==> src/rtl/timer_pkg.sv <==
// Shared types and constants for the mm:ss BCD timer sequencer.
// Holds the controller state encoding, digit limits and load validation.
package timer_pkg;

    typedef enum logic [1:0] {
        ST_IDLE   = 2'd0,
        ST_COUNT  = 2'd1,
        ST_PAUSED = 2'd2,
        ST_DONE   = 2'd3
    } timer_state_t;

    typedef logic [3:0] bcd_digit_t;

    localparam bcd_digit_t ONES_MAX = 4'd9;
    localparam bcd_digit_t TENS_MAX = 4'd5;

    // Packing is {min_tens, min_ones, sec_tens, sec_ones}.
    function automatic logic bcd_time_valid(input logic [15:0] v);
        return (v[15:12] <= TENS_MAX) && (v[11:8] <= ONES_MAX) &&
               (v[7:4]   <= TENS_MAX) && (v[3:0]  <= ONES_MAX);
    endfunction

endpackage

==> src/rtl/timer_sequencer_digit.sv <==
// One BCD digit add/sub stage: steps by one when enabled and
// reports carry (up) or borrow (down) for the next more-significant digit.
module bcd_digit_step
    import timer_pkg::*;
#(
    parameter bcd_digit_t MAX = ONES_MAX
)
(
    input  bcd_digit_t digit_i,
    input  logic       en_i,
    input  logic       down_i,
    output bcd_digit_t digit_o,
    output logic       carry_o
);

    // Next digit value and carry/borrow out.
    always_comb begin
        digit_o = digit_i;
        carry_o = 1'b0;
        if (!en_i) begin
            digit_o = digit_i;
        end else if (down_i) begin
            if (digit_i == 4'd0) begin
                digit_o = MAX;
                carry_o = 1'b1;
            end else begin
                digit_o = digit_i - 4'd1;
            end
        end else begin
            if (digit_i >= MAX) begin
                digit_o = 4'd0;
                carry_o = 1'b1;
            end else begin
                digit_o = digit_i + 4'd1;
            end
        end
    end

endmodule

==> src/rtl/timer_sequencer.sv <==
// Run/pause/done controller for a four-digit BCD mm:ss counter, with the
// tick prescaler, digit registers and load validation.
module timer_sequencer
    import timer_pkg::*;
#(
    parameter int unsigned TICK_DIV = 100
)
(
    input  logic        clk,
    input  logic        rst,
    input  logic        start,
    input  logic        stop,
    input  logic        load,
    input  logic [15:0] load_val,
    input  logic        mode_down,
    output logic [15:0] digits,
    output logic        running,
    output logic        done,
    output logic        tick,
    output logic        wrap,
    output logic        load_err
);

    localparam int unsigned PW = $clog2(TICK_DIV);
    localparam logic [PW-1:0] PRESC_TC = PW'(TICK_DIV - 1);

    timer_state_t  state_q;
    logic [PW-1:0] presc_q;
    logic [15:0]   digits_q;
    logic          dir_down_q;
    logic          running_q, done_q, tick_q, wrap_q, load_err_q;

    logic [15:0]   step_digits_d;
    logic [3:0]    carry_s;
    logic          load_ok_s, start_ok_s, start_to_done_s;

    bcd_digit_step #(.MAX(ONES_MAX)) u_sec_ones (
        .digit_i(digits_q[3:0]),   .en_i(1'b1),       .down_i(dir_down_q),
        .digit_o(step_digits_d[3:0]),   .carry_o(carry_s[0]));
    bcd_digit_step #(.MAX(TENS_MAX)) u_sec_tens (
        .digit_i(digits_q[7:4]),   .en_i(carry_s[0]), .down_i(dir_down_q),
        .digit_o(step_digits_d[7:4]),   .carry_o(carry_s[1]));
    bcd_digit_step #(.MAX(ONES_MAX)) u_min_ones (
        .digit_i(digits_q[11:8]),  .en_i(carry_s[1]), .down_i(dir_down_q),
        .digit_o(step_digits_d[11:8]),  .carry_o(carry_s[2]));
    bcd_digit_step #(.MAX(TENS_MAX)) u_min_tens (
        .digit_i(digits_q[15:12]), .en_i(carry_s[2]), .down_i(dir_down_q),
        .digit_o(step_digits_d[15:12]), .carry_o(carry_s[3]));

    // Stop outranks start; a down start from 00:00 has nothing to count.
    always_comb begin
        load_ok_s       = bcd_time_valid(load_val);
        start_ok_s      = start && !stop;
        start_to_done_s = mode_down && (digits_q == 16'h0000);
    end

    // Controller FSM, prescaler, digit registers and pulse outputs.
    always_ff @(posedge clk) begin
        if (rst) begin
            state_q    <= ST_IDLE;
            presc_q    <= '0;
            digits_q   <= 16'h0000;
            dir_down_q <= 1'b0;
            running_q  <= 1'b0;
            done_q     <= 1'b0;
            tick_q     <= 1'b0;
            wrap_q     <= 1'b0;
            load_err_q <= 1'b0;
        end else begin
            tick_q     <= 1'b0;
            wrap_q     <= 1'b0;
            load_err_q <= 1'b0;
            case (state_q)
                ST_IDLE, ST_PAUSED: begin
                    if (load) begin
                        if (load_ok_s) begin
                            digits_q <= load_val;
                            presc_q  <= '0;
                        end else begin
                            load_err_q <= 1'b1;
                        end
                    end else if (start_ok_s) begin
                        dir_down_q <= mode_down;
                        if (state_q == ST_IDLE) begin
                            presc_q <= '0;
                        end
                        if (start_to_done_s) begin
                            state_q <= ST_DONE;
                            done_q  <= 1'b1;
                        end else begin
                            state_q   <= ST_COUNT;
                            running_q <= 1'b1;
                        end
                    end
                end
                ST_COUNT: begin
                    if (stop) begin
                        state_q   <= ST_PAUSED;
                        running_q <= 1'b0;
                    end else if (presc_q == PRESC_TC) begin
                        presc_q  <= '0;
                        digits_q <= step_digits_d;
                        tick_q   <= 1'b1;
                        wrap_q   <= !dir_down_q && carry_s[3];
                        if (dir_down_q && (step_digits_d == 16'h0000)) begin
                            state_q   <= ST_DONE;
                            running_q <= 1'b0;
                            done_q    <= 1'b1;
                        end
                    end else begin
                        presc_q <= presc_q + PW'(1);
                    end
                end
                ST_DONE: begin
                    if (load) begin
                        if (load_ok_s) begin
                            digits_q <= load_val;
                            state_q  <= ST_IDLE;
                            done_q   <= 1'b0;
                        end else begin
                            load_err_q <= 1'b1;
                        end
                    end
                end
                default: begin
                    state_q   <= ST_IDLE;
                    running_q <= 1'b0;
                    done_q    <= 1'b0;
                end
            endcase
        end
    end

    assign digits   = digits_q;
    assign running  = running_q;
    assign done     = done_q;
    assign tick     = tick_q;
    assign wrap     = wrap_q;
    assign load_err = load_err_q;

endmodule
==> config.mk <==
export PLATFORM = sky130hd
export DESIGN_NAME = timer_sequencer
export DESIGN_NICKNAME = d
export VERILOG_FILES = /design/src/rtl/timer_pkg.sv /design/src/rtl/timer_sequencer_digit.sv /design/src/rtl/timer_sequencer.sv
export SDC_FILE = /design/constraint.sdc
export NUM_CORES = 1
export LEC_CHECK = 0
export CORE_ASPECT_RATIO = 0.75
export CORE_MARGIN = 3
export CORE_UTILIZATION = 49
export CTS_BUF_LIST = sky130_fd_sc_hd__clkbuf_16
export DETAILED_ROUTE_END_ITERATION = 8
export HOLD_SLACK_MARGIN = 0.08
export PLACE_DENSITY_LB_ADDON = 0.15
export SYNTH_ARGS = -nofsm -noshare
export SYNTH_HDL_FRONTEND = slang
export SYNTH_SLANG_ARGS = --single-unit
==> constraint.sdc <==
create_clock -name clk -period 3 [get_ports clk]
set_clock_uncertainty 0.2 [all_clocks]
set_input_delay 0.45 -clock clk [delete_from_list [all_inputs] [get_ports clk]]
set_output_delay 0.45 -clock clk [all_outputs]
set_load 0.02 [all_outputs]
Word-level counts from Yosys, hierarchy flattened
Index checks and enable logic that the tools add are counted.
{"block": "word_totals", "regBits": 31, "input_bits": 22, "out_inout_bits": 21, "word_cells": 147}
{"block": "op_classes", "add_sub_neg": 9, "magnitude_cmp": 8, "eq_ne": 20, "muxes": 69, "n_bitwise": 4, "n_reduce_logical": 28}
{"op": "two-way mux 16 bit", "n": 4}
{"op": "two-way mux 4 bit", "n": 15}
{"op": "two-way mux 7 bit", "n": 6}
{"op": "zero test 16 bit", "n": 2}
{"op": "one-hot mux 16 bit (2 select lines)", "n": 1}
{"op": "two-way mux 1 bit", "n": 31}
{"op": "inequality test 2 bit (second input constant)", "n": 9}
{"op": "adder 4 x 1 -> 4 bit (second input constant)", "n": 4}
{"op": "zero test 4 bit", "n": 4}
{"op": "two-way mux 2 bit", "n": 8}
{"op": "subtractor 4 x 1 -> 4 bit (second input constant)", "n": 4}
{"op": "inequality test 3 bit (second input constant)", "n": 5}
{"op": "one-hot mux 7 bit (2 select lines)", "n": 1}
{"op": "AND reduction 6 bit", "n": 2}
{"op": "OR reduction 3 bit", "n": 3}
{"op": ">= comparator 4 x 3 -> 1 bit (second input constant)", "n": 2}
{"op": ">= comparator 4 bit (second input constant)", "n": 2}
{"op": "less-or-equal comparator 4 x 3 -> 1 bit (second input constant)", "n": 2}
{"op": "less-or-equal comparator 4 bit (second input constant)", "n": 2}
{"op": "AND reduction 8 bit", "n": 1}
{"op": "adder 7 x 1 -> 7 bit (second input constant)", "n": 1}
{"op": "equality test 7 bit (second input constant)", "n": 1}
{"op": "logical AND 1 bit", "n": 7}
{"op": "one-hot mux 2 bit (3 select lines)", "n": 1}
{"op": "14 further kinds", "n": 20}

Depth between registers and ports, before layout
Gate-level depths: netlist (run 1).
{"block": "depth", "ltp_word": 12, "ltp_mapped": 10, "mapped_depth_nobuf": 9}

Modules after synthesis
Synthesis (run 1) repeated with hierarchy kept, for this count alone.
{"block": "unflattened", "hier_cells": 368, "hier_area_um2": 2855.2}
{"mod": "timer_sequencer", "n_inst": 1, "cells_per_inst": 196, "area_each_um2": 1659.1}
{"mod": "bcd_digit_step at u_min_ones ...", "n_inst": 2, "cells_per_inst": 44, "area_each_um2": 310.3}
{"mod": "bcd_digit_step at u_min_tens ...", "n_inst": 2, "cells_per_inst": 42, "area_each_um2": 287.8}

Worst setup path before layout (run 1)
OpenSTA, ideal clock, no wires.
{"block": "synth_timing", "kind": "register to register", "startpoint": "register digits_q[4] (netlist: digits[4])", "endpoint": "register done_q (netlist: done)", "setup_time_ns": 0.070, "arrival_ns": 2.707, "path_slack_ns": 0.023, "stages_incl_launch_ff": 11, "n_path_buf": 1, "synth_period_minus_slack_ns": 2.977, "cell_sequence": "dfxtp_1 > inv_1 > ha_1 > buf_6 > nor3b_1 > or3_4 > a21oi_1 > mux2i_1 > nand4_1 > or4b_1 > a21oi_1"}
{"block": "synth_via", "elab_chain_cells": 10, "elab_cells_between_ends": 22}
{"item": "from (decl)", "line_no": "timer_sequencer.sv:29", "source": "logic [15:0] digits_q;"}
{"item": "from (signal assigned)", "line_no": "timer_sequencer.sv:77", "source": "digits_q <= load_val;"}
{"item": "from (signal assigned)", "line_no": "timer_sequencer.sv:102", "source": "digits_q <= step_digits_d;"}
{"item": "from (signal assigned)", "line_no": "timer_sequencer.sv:117", "source": "digits_q <= load_val;"}
{"item": ">= comparator 4 x 3 -> 1 bit or zero test 4 bit (tied branches)", "line_no": "timer_sequencer_digit.sv:30, timer_sequencer_digit.sv:23"}
{"item": "two-way mux 1 bit (on tied branches)", "line_no": "timer_sequencer_digit.sv:30, timer_sequencer_digit.sv:23"}
{"item": "two-way mux 1 bit", "line_no": "timer_sequencer_digit.sv:22", "source": "end else if (down_i) begin"}
{"item": "two-way mux 1 bit (2 in a row)", "line_no": "timer_sequencer_digit.sv:20", "source": "if (!en_i) begin"}
{"item": "two-way mux 4 bit", "line_no": "timer_sequencer_digit.sv:20"}
{"item": "zero test 16 bit", "line_no": "timer_sequencer.sv:105", "source": "if (dir_down_q && (step_digits_d == 16'h0000)) begin"}
{"item": "logical AND 1 bit", "line_no": "timer_sequencer.sv:105"}
{"item": "inequality test 2 bit (no line)"}
{"item": "AND reduction 8 bit (no line) (*)"}
{"item": "to (signal assigned)", "line_no": "timer_sequencer.sv:108", "source": "done_q <= 1'b1;"}
{"item": "to (signal assigned)", "line_no": "timer_sequencer.sv:119", "source": "done_q <= 1'b0;"}
{"item": "to (signal assigned)", "line_no": "timer_sequencer.sv:128", "source": "done_q <= 1'b0;"}
{"item": "to (decl)", "line_no": "timer_sequencer.sv:31", "source": "logic running_q, done_q, tick_q, wrap_q, load_err_q;"}
Every way passes the cells marked *; elsewhere a longest branch is shown, timed or not.
A chain may end at the register's enable or synchronous reset.

Final worst setup path (run 1)
{"block": "layout_timing", "startpoint": "register digits_q[1] (netlist: digits[1])", "endpoint": "register done_q (netlist: done)"}
{"block": "layout_via", "elab_chain_cells": 10, "elab_cells_between_ends": 22}
{"item": ">= comparator 4 bit or zero test 4 bit (tied branches)", "line_no": "timer_sequencer_digit.sv:30, timer_sequencer_digit.sv:23"}
{"item": "two-way mux 1 bit (on tied branches)", "line_no": "timer_sequencer_digit.sv:30, timer_sequencer_digit.sv:23"}
{"item": "two-way mux 1 bit", "line_no": "timer_sequencer_digit.sv:22"}
{"item": "two-way mux 1 bit (2 in a row)", "line_no": "timer_sequencer_digit.sv:20"}
{"item": "two-way mux 4 bit", "line_no": "timer_sequencer_digit.sv:20"}
{"item": "zero test 16 bit", "line_no": "timer_sequencer.sv:105"}
{"item": "logical AND 1 bit", "line_no": "timer_sequencer.sv:105"}
{"item": "inequality test 2 bit (no line)"}
{"item": "AND reduction 8 bit (no line) (*)"}
Marked as above.

==> results of run 1 <==
==> synth_stat cells (12+ instances only) <==
library cell  instances
a21oi_1              24
a211oi_1             17
ha_1                 13
nor2_1               50
nor2b_1              12
dfxtp_1              31
inv_1                15
clkbuf_1             16
nand2_1              21
nand3_1              14
o21ai_0              23
==> power by group <==
part / internal [uW] / switching, uW / leakage (uW)
clock: 298 / 183 / 0.0000671
sequential: 422 / 12.8 / 0.000251
combinational: 88.0 / 103 / 0.000857
total: 808 / 299 / 0.00118
==> metrics by stage <==
stage          worst slack (ns)  hold slack [ns]  total power [uW]
4_1_cts                  0.0581            0.283              1110
3_3_place_gp              0.187            0.270               625
3_5_place_dp              0.121            0.275               626
6_report                  0.126            0.283              1110
2_1_floorplan            0.0225            0.254               548
5_1_grt                  0.0239            0.342              1140
==> worst max-delay path: cells and delay by family, from the launching register on <==
kind / cells / cell delay (ns)
compound gates: 4 / 0.56
flops: 1 / 0.33
buf+inv: 1 / 0.06
simple gates: 3 / 1.41
fa+ha+maj: 1 / 0.24
==> state kept, by name, summed over array words and instances, names as in the netlist <==
register    count
tick            1
dir_down_q      1
wrap            1
presc_q         7
state_q         2
done            1
digits         16
load_err        1
running         1
==> logic make-up (layout without fill, tap and decap cells) <==
logic type / Yosys count / in the layout / synth area share, %
and+or+nand+nor: 149 / 149 / 30.8
AOI/OAI and AO/OA: 107 / 107 / 29.3
buffers and inverters: 38 / 87 / 6.30
DFF: 31 / 31 / 24.6
adders and majority gates: 13 / 13 / 6.45
xor gates and xnor gates: 5 / 5 / 1.74
muxes: 2 / 2 / 0.794
==> how the worst min path moves through the flow <==
stage | end | from | slack, ns
floorplan | presc_q[2] | presc_q[2] | 0.25
global placement | presc_q[2] | presc_q[2] | 0.27
detailed placement | presc_q[2] | presc_q[2] | 0.28
CTS | presc_q[2] | presc_q[2] | 0.28
global route | presc_q[2] | presc_q[2] | 0.34
finish | presc_q[2] | presc_q[2] | 0.28
==> metal layers <==
layer	wire, microns	global-route usage [%]	share of wire [%]	vias to the layer above
li1	-	-	-	1368
met1	3400	36.5	45	1311
met2	3400	41.0	45	174
met3	705	4.69	9.3	9
met4	74	6.98	0.98	0
met5	0	0	0	-
==> area by class of cell <==
cell class | count | area share [%]
Multi-Input combinational cell | 276 | 54.4
Inverter | 15 | 1.74
Tap cell | 57 | 2.20
Clock buffer | 5 | 3.86
Clock inverter | 2 | 0.270
Timing Repair Buffer | 65 | 18.3
Sequential cell | 31 | 19.2
==> timing repair <==
action,in CTS,in global routing
endpoints found under the hold margin,0,0
hold buffers,0,0
endpoints found under the setup margin,0,2
gates resized for setup,0,8
setup buffers,0,1
==> impl_metrics.toml, run 1 <==
[finish]
layout_commonest_cell = "nor2_1"
final_area_sq_um = 3240
finish.utilization_pct = 68.8
seq_area_sq_um = 622
n_fill_cell = 403
area_growth_pct = 28.4
final_cell_mix = "nor2_1 (50), clkdlybuf4s50_1 (42), dfxtp_1 (30)"
drive_above_1_share_pct = 10.9
multi_input_area_sq_um = 1760
final_cells = 451
fin_nets = 429
diodes = 0

[synth]
synth_nets = 380
synth_top_area_share_pct = 24.6
synth_enable_flop_cells = 0
syn_avg_cell_area_sq_um = 7.31
ys_types = 59
synth_area_sq_um = 2520
ys_warn_count = 0
synth_top_area_cell = "dfxtp_1"
synthFlopType = "dfxtp_1"
ys_top_cells_by_area = "dfxtp_1 (25%), nor2_1 (7.4%), ha_1 (6.5%), a211oi_1 (5.1%), a21oi_1 (4.8%)"
synthArstFlopShare_pct = 0
synth-seq-cells = 31
synthCells = 345
seq_area_frac_synth_pct = 24.6

[detailed_routing]
via_per_inst = 6.35
ant_nets = 0
wirelength_mm = 7.58
vias = 2862
route.detailed.drc = 0
drt_iter0_drc = 296
first_pass_iters = 5
routedWlPerCell_microns = 16.8

[worst_setup_path]
critical_path.startpoint = "digits[1]"
rrSetupSlack_ns = 0.13
crit_chain = "inv_1, ha_1, or3b_4, a21oi_4, a221oi_4, or4b_1, o31ai_1, or4b_4, a21oi_2"
crit_slowest_cell = "or4b_1"
slowest_delay_ns = 0.49
crit-reg2reg-launch = "digits[1]"
crit_required_ns = 3.01
reg2reg_depth = 9
crit_path_end_kind = "register"
cp-endpoint = "done"
crit_arrival_ns = 2.88
startpoint_type = "register"
timing.rr.end = "done"
cp_max_fo = 5
worstSetupPathType = "register to register"

[place]
dpl.cell_count = 443
dp_hpwl_mm = 5.37
placed_cell_area_sq_um = 3080
port_buffers = 42
gp_congestion = 0.989

[global_route]
grt_overflow = 0
track_usage_pct = 26.0
grt_pass1_vias = 2501
grt_start_max_net_pins = 26
antenna_found_initial = 0
grt_first_pass_wirelength_mm = 12.2

[clocking]
clockBufferDepth = 2
clkLatencyLatePin_ns = 0.28
numCtsBuffers = 5
clock-sinks = 31
htree_levels = 2
cts_tree = "yes"
cts_root_buf = "clkbuf_16"
path_clk_slew_ns = 0.05

[min_path]
min_path_type = "register to register"
hold_depth = 2

[sta]
relSlewSlack_pct = 62.3
setup_violations = 0
post-route-period-util_pct = 95.8
fin_crit_ns = 2.87
rsz0062_at_grt = "no"
timing.fmax_mhz = 348
slew_viol_final = 0
hold_viol = 0
tns_ns = 0
worst_slew_pin_slew_ns = 0.565

[pwr]
p_leak_uw = 0.00118
power_density_nw_per_um2 = 342
peakVddDrop_v = 0.000255

[status]
status = "finished, final reports clean"

[floorplan]
ios = 43
start_util_pct = 53.6
die_h_microns = 68.1
die-area_sq_um = 6050
die_x_microns = 88.8
row_count = 21
coreArea_sq_um = 4700

[run]
cap_violations = 0
No activity file was read; power rests on OpenSTA's default activity.
==> run 2: changes to the inputs <==
--- a/config.mk
+++ b/config.mk
@@ -5,13 +5,13 @@
 export SDC_FILE = /design/constraint.sdc
 export NUM_CORES = 1
 export LEC_CHECK = 0
-export CORE_ASPECT_RATIO = 0.75
-export CORE_MARGIN = 3
-export CORE_UTILIZATION = 49
+export CORE_ASPECT_RATIO = 0.8
+export CORE_UTILIZATION = 50
 export CTS_BUF_LIST = sky130_fd_sc_hd__clkbuf_16
 export DETAILED_ROUTE_END_ITERATION = 8
 export HOLD_SLACK_MARGIN = 0.08
 export PLACE_DENSITY_LB_ADDON = 0.15
 export SYNTH_ARGS = -nofsm -noshare
 export SYNTH_HDL_FRONTEND = slang
+export SYNTH_HIERARCHICAL = 1
 export SYNTH_SLANG_ARGS = --single-unit
==> impl_metrics.toml, run 2 <==
[synth]
synth_fa_ha_area_share_pct = 7.45
synth.most_common_cell = "nand2_1"
synth_top_area_cell = "dfxtp_1"
synth_area_sq_um = 2860
seq_area_frac_synth_pct = 21.7
synthArstFlopShare_pct = 0
synth-simple-area-share_pct = 31.8
muxShareOfSynthArea_pct = 1.05
synth_compound_area_share_pct = 29.2
synth_nets = 407
synth_common_cells = "nand2_1 (56), nor2_1 (42), dfxtp_1 (31)"
synth_enable_flop_cells = 0
ys_top_cells_by_area = "dfxtp_1 (22%), ha_1 (7.4%), a311oi_2 (7.4%), nand2_1 (7.4%), nor2_1 (5.5%)"
synth_top_area_share_pct = 21.7
ys_types = 54
ys_warn_count = 6
synthFlopType = "dfxtp_1"
syn_avg_cell_area_sq_um = 7.76
synth-seq-cells = 31
synth_top_family_by_area = "simple AND/OR/NAND/NOR gates"
synthXorXnorAreaFrac_pct = 0
synthCells = 368

[pwr]
p_int_uw = 913
switching_share_pct = 25.4
peakVddDrop_v = 0.000228
switchingPower_uw = 310
total_power_uw = 1220
p_clk_share_pct = 45.4
power_density_nw_per_um2 = 330
p_comb_share_pct = 19.2
seq_power_share_pct = 35.3
p_leak_uw = 0.00138

[detailed_routing]
ant_nets = 0
wl_met3_microns = 469
drt_iter0_drc = 248
route.detailed.drc = 0
routedWlPerCell_microns = 15.4
routed.top_layer = "met4"
dr_wl_met2_mm = 3.35
wirelength_mm = 7.77
wl_met1_mm = 3.80
vias = 3015
via_per_inst = 5.96
first_pass_iters = 4

[finish]
layout_commonest_cell = "nand2_1"
final_cells = 506
drive_above_1_share_pct = 20.1
n_fill_cell = 454
largest_reg_flops = 16
final_cell_mix = "nand2_1 (55), clkdlybuf4s50_1 (42), nor2_1 (41)"
fin_nets = 466
finish.utilization_pct = 67.8
diodes = 0
area_growth_pct = 29.7

[floorplan]
coreArea_sq_um = 5470
start_util_pct = 52.2
die-area_sq_um = 6020
ios = 43
row_count = 24
die_h_microns = 69.6
die_x_microns = 86.5

[worst_setup_path]
rrSetupSlack_ns = -0.05
worstSetupPathType = "register to register"
crit_path_end_kind = "register"
cp_max_fo = 9
crit_arrival_ns = 3.05
timing.rr.end = "done"
crit-reg2reg-launch = "digits[1]"
reg2reg_depth = 16
startpoint_type = "register"
crit_required_ns = 3.00

[min_path]
hold_depth = 1
min_to = "presc_q[6]"
min_path_type = "register to register"
hp-start = "presc_q[6]"

[clocking]
clock-sinks = 31
cts_root_buf = "clkbuf_16"
cts_tree = "yes"
clockBufferDepth = 2
htree_levels = 2
clkLatencyLatePin_ns = 0.27
cts_hold_buf = 0
numCtsBuffers = 5
path_clk_slew_ns = 0.05

[sta]
fin_crit_ns = 3.05
hold_viol = 0
relSlewSlack_pct = 59.4
setup_violations = 3
rsz0062_at_grt = "yes"
worst_slew_pin_slew_ns = 0.608
timing.fmax_mhz = 327
slew_viol_final = 0
post-route-period-util_pct = 102
tns_ns = -0.127
setup_ws_ns = -0.0540

[place]
dp_hpwl_mm = 5.68
dpl.cell_count = 494
gp_congestion = 0.882
port_buffers = 42
place_ws_ns = -0.172

[run]
cap_violations = 0

[global_route]
antenna_found_initial = 0
grt_pass1_vias = 2784
grt_start_max_net_pins = 30
grt_overflow = 0
grt_first_pass_wirelength_mm = 13.1
track_usage_pct = 27.0

[status]
violations = "negative setup slack"
status = "complete, but fails checks"
-- run 2: power by group through the flow --
stage / Clock [uW] / Combinational, uW / Sequential, uW
after floorplan: 0 / 130 / 450
after global placement: 0 / 223 / 440
after detailed placement: 0 / 226 / 440
after CTS: 567 / 230 / 432
after global routing: 582 / 258 / 434
final: 555 / 235 / 432
-- run 2: layer usage --
layer | up-vias | GRT usage [%]
met5 | - | 0
met4 | 0 | 10.2
met3 | 12 | 5.12
met2 | 109 | 39.9
met1 | 1414 | 38.8
li1 | 1480 | -
-- run 2: kinds of logic (layout without fill, tap and decap cells) --
| logic type | count (synthesis) | in the layout |
|---|---|---|
| and+or+nand+nor | 173 | 173 |
| DFF | 31 | 31 |
| AOI/OAI and AO/OA | 103 | 103 |
| other | 1 | 1 |
| buffers and inverters | 40 | 100 |
| adders and majority gates | 17 | 17 |
| muxes | 3 | 3 |
-- run 2: critical path, stage by stage (launching register included) --
cell and delay (ns):
dfxtp_4 0.34, inv_2 0.05, ha_1 0.19, or3b_4 0.38, nand3_2 0.09, a21boi_2 0.07, nand2_2 0.08, nor2_4 0.04
buf_4 0.17, or3b_2 0.19, o22ai_1 0.06, a311o_1 0.34, nor3_1 0.29, nand4_1 0.14, o21ai_1 0.14, a31oi_1 0.09
nor3_1 0.13
-- run 2: stage by stage --
step | hold WS, ns | cell area [sq um]
after detailed placement | 0.285 | 3480
after floorplan | 0.242 | 2920
after global placement | 0.267 | 3480
after global routing | 0.317 | 3700
final | 0.303 | 3700
after CTS | 0.297 | 3680
-- run 2: worst max path at each step --
stage / endpoint / cells past startpoint / start
floorplan: done / 19 / digits[0]
global placement: done / 15 / digits[0]
detailed placement: done / 15 / digits[0]
CTS: done / 17 / digits[0]
global route: done / 17 / digits[1]
finish: done / 16 / digits[1]
-- run 2: area by class of cell --
type / instances / area, sq um / area share, %
Clock buffer: 5 / 125 / 3.38
Clock inverter: 3 / 37.5 / 1.01
Inverter: 17 / 66.3 / 1.79
Multi-Input combinational cell: 297 / 2070 / 55.8
Sequential cell: 31 / 628 / 17.0
Tap cell: 78 / 97.6 / 2.64
Timing Repair Buffer: 75 / 681 / 18.4
-- run 2: timing repair --
action	in CTS	in global routing
endpoints found under the setup margin	3	4
pin swaps	3	3
setup buffers	3	1
gates resized for setup	3	4
==> run 3: changes to the inputs <==
--- a/config.mk
+++ b/config.mk
@@ -9,6 +9,7 @@
 export CORE_UTILIZATION = 50
 export CTS_BUF_LIST = sky130_fd_sc_hd__clkbuf_16
 export DETAILED_ROUTE_END_ITERATION = 8
+export GPL_ROUTABILITY_DRIVEN = 1
 export HOLD_SLACK_MARGIN = 0.08
 export PLACE_DENSITY_LB_ADDON = 0.15
 export SYNTH_ARGS = -nofsm -noshare
==> results of run 3 <==
No change in the layout: final DEF, timing and power equal those of run 2.
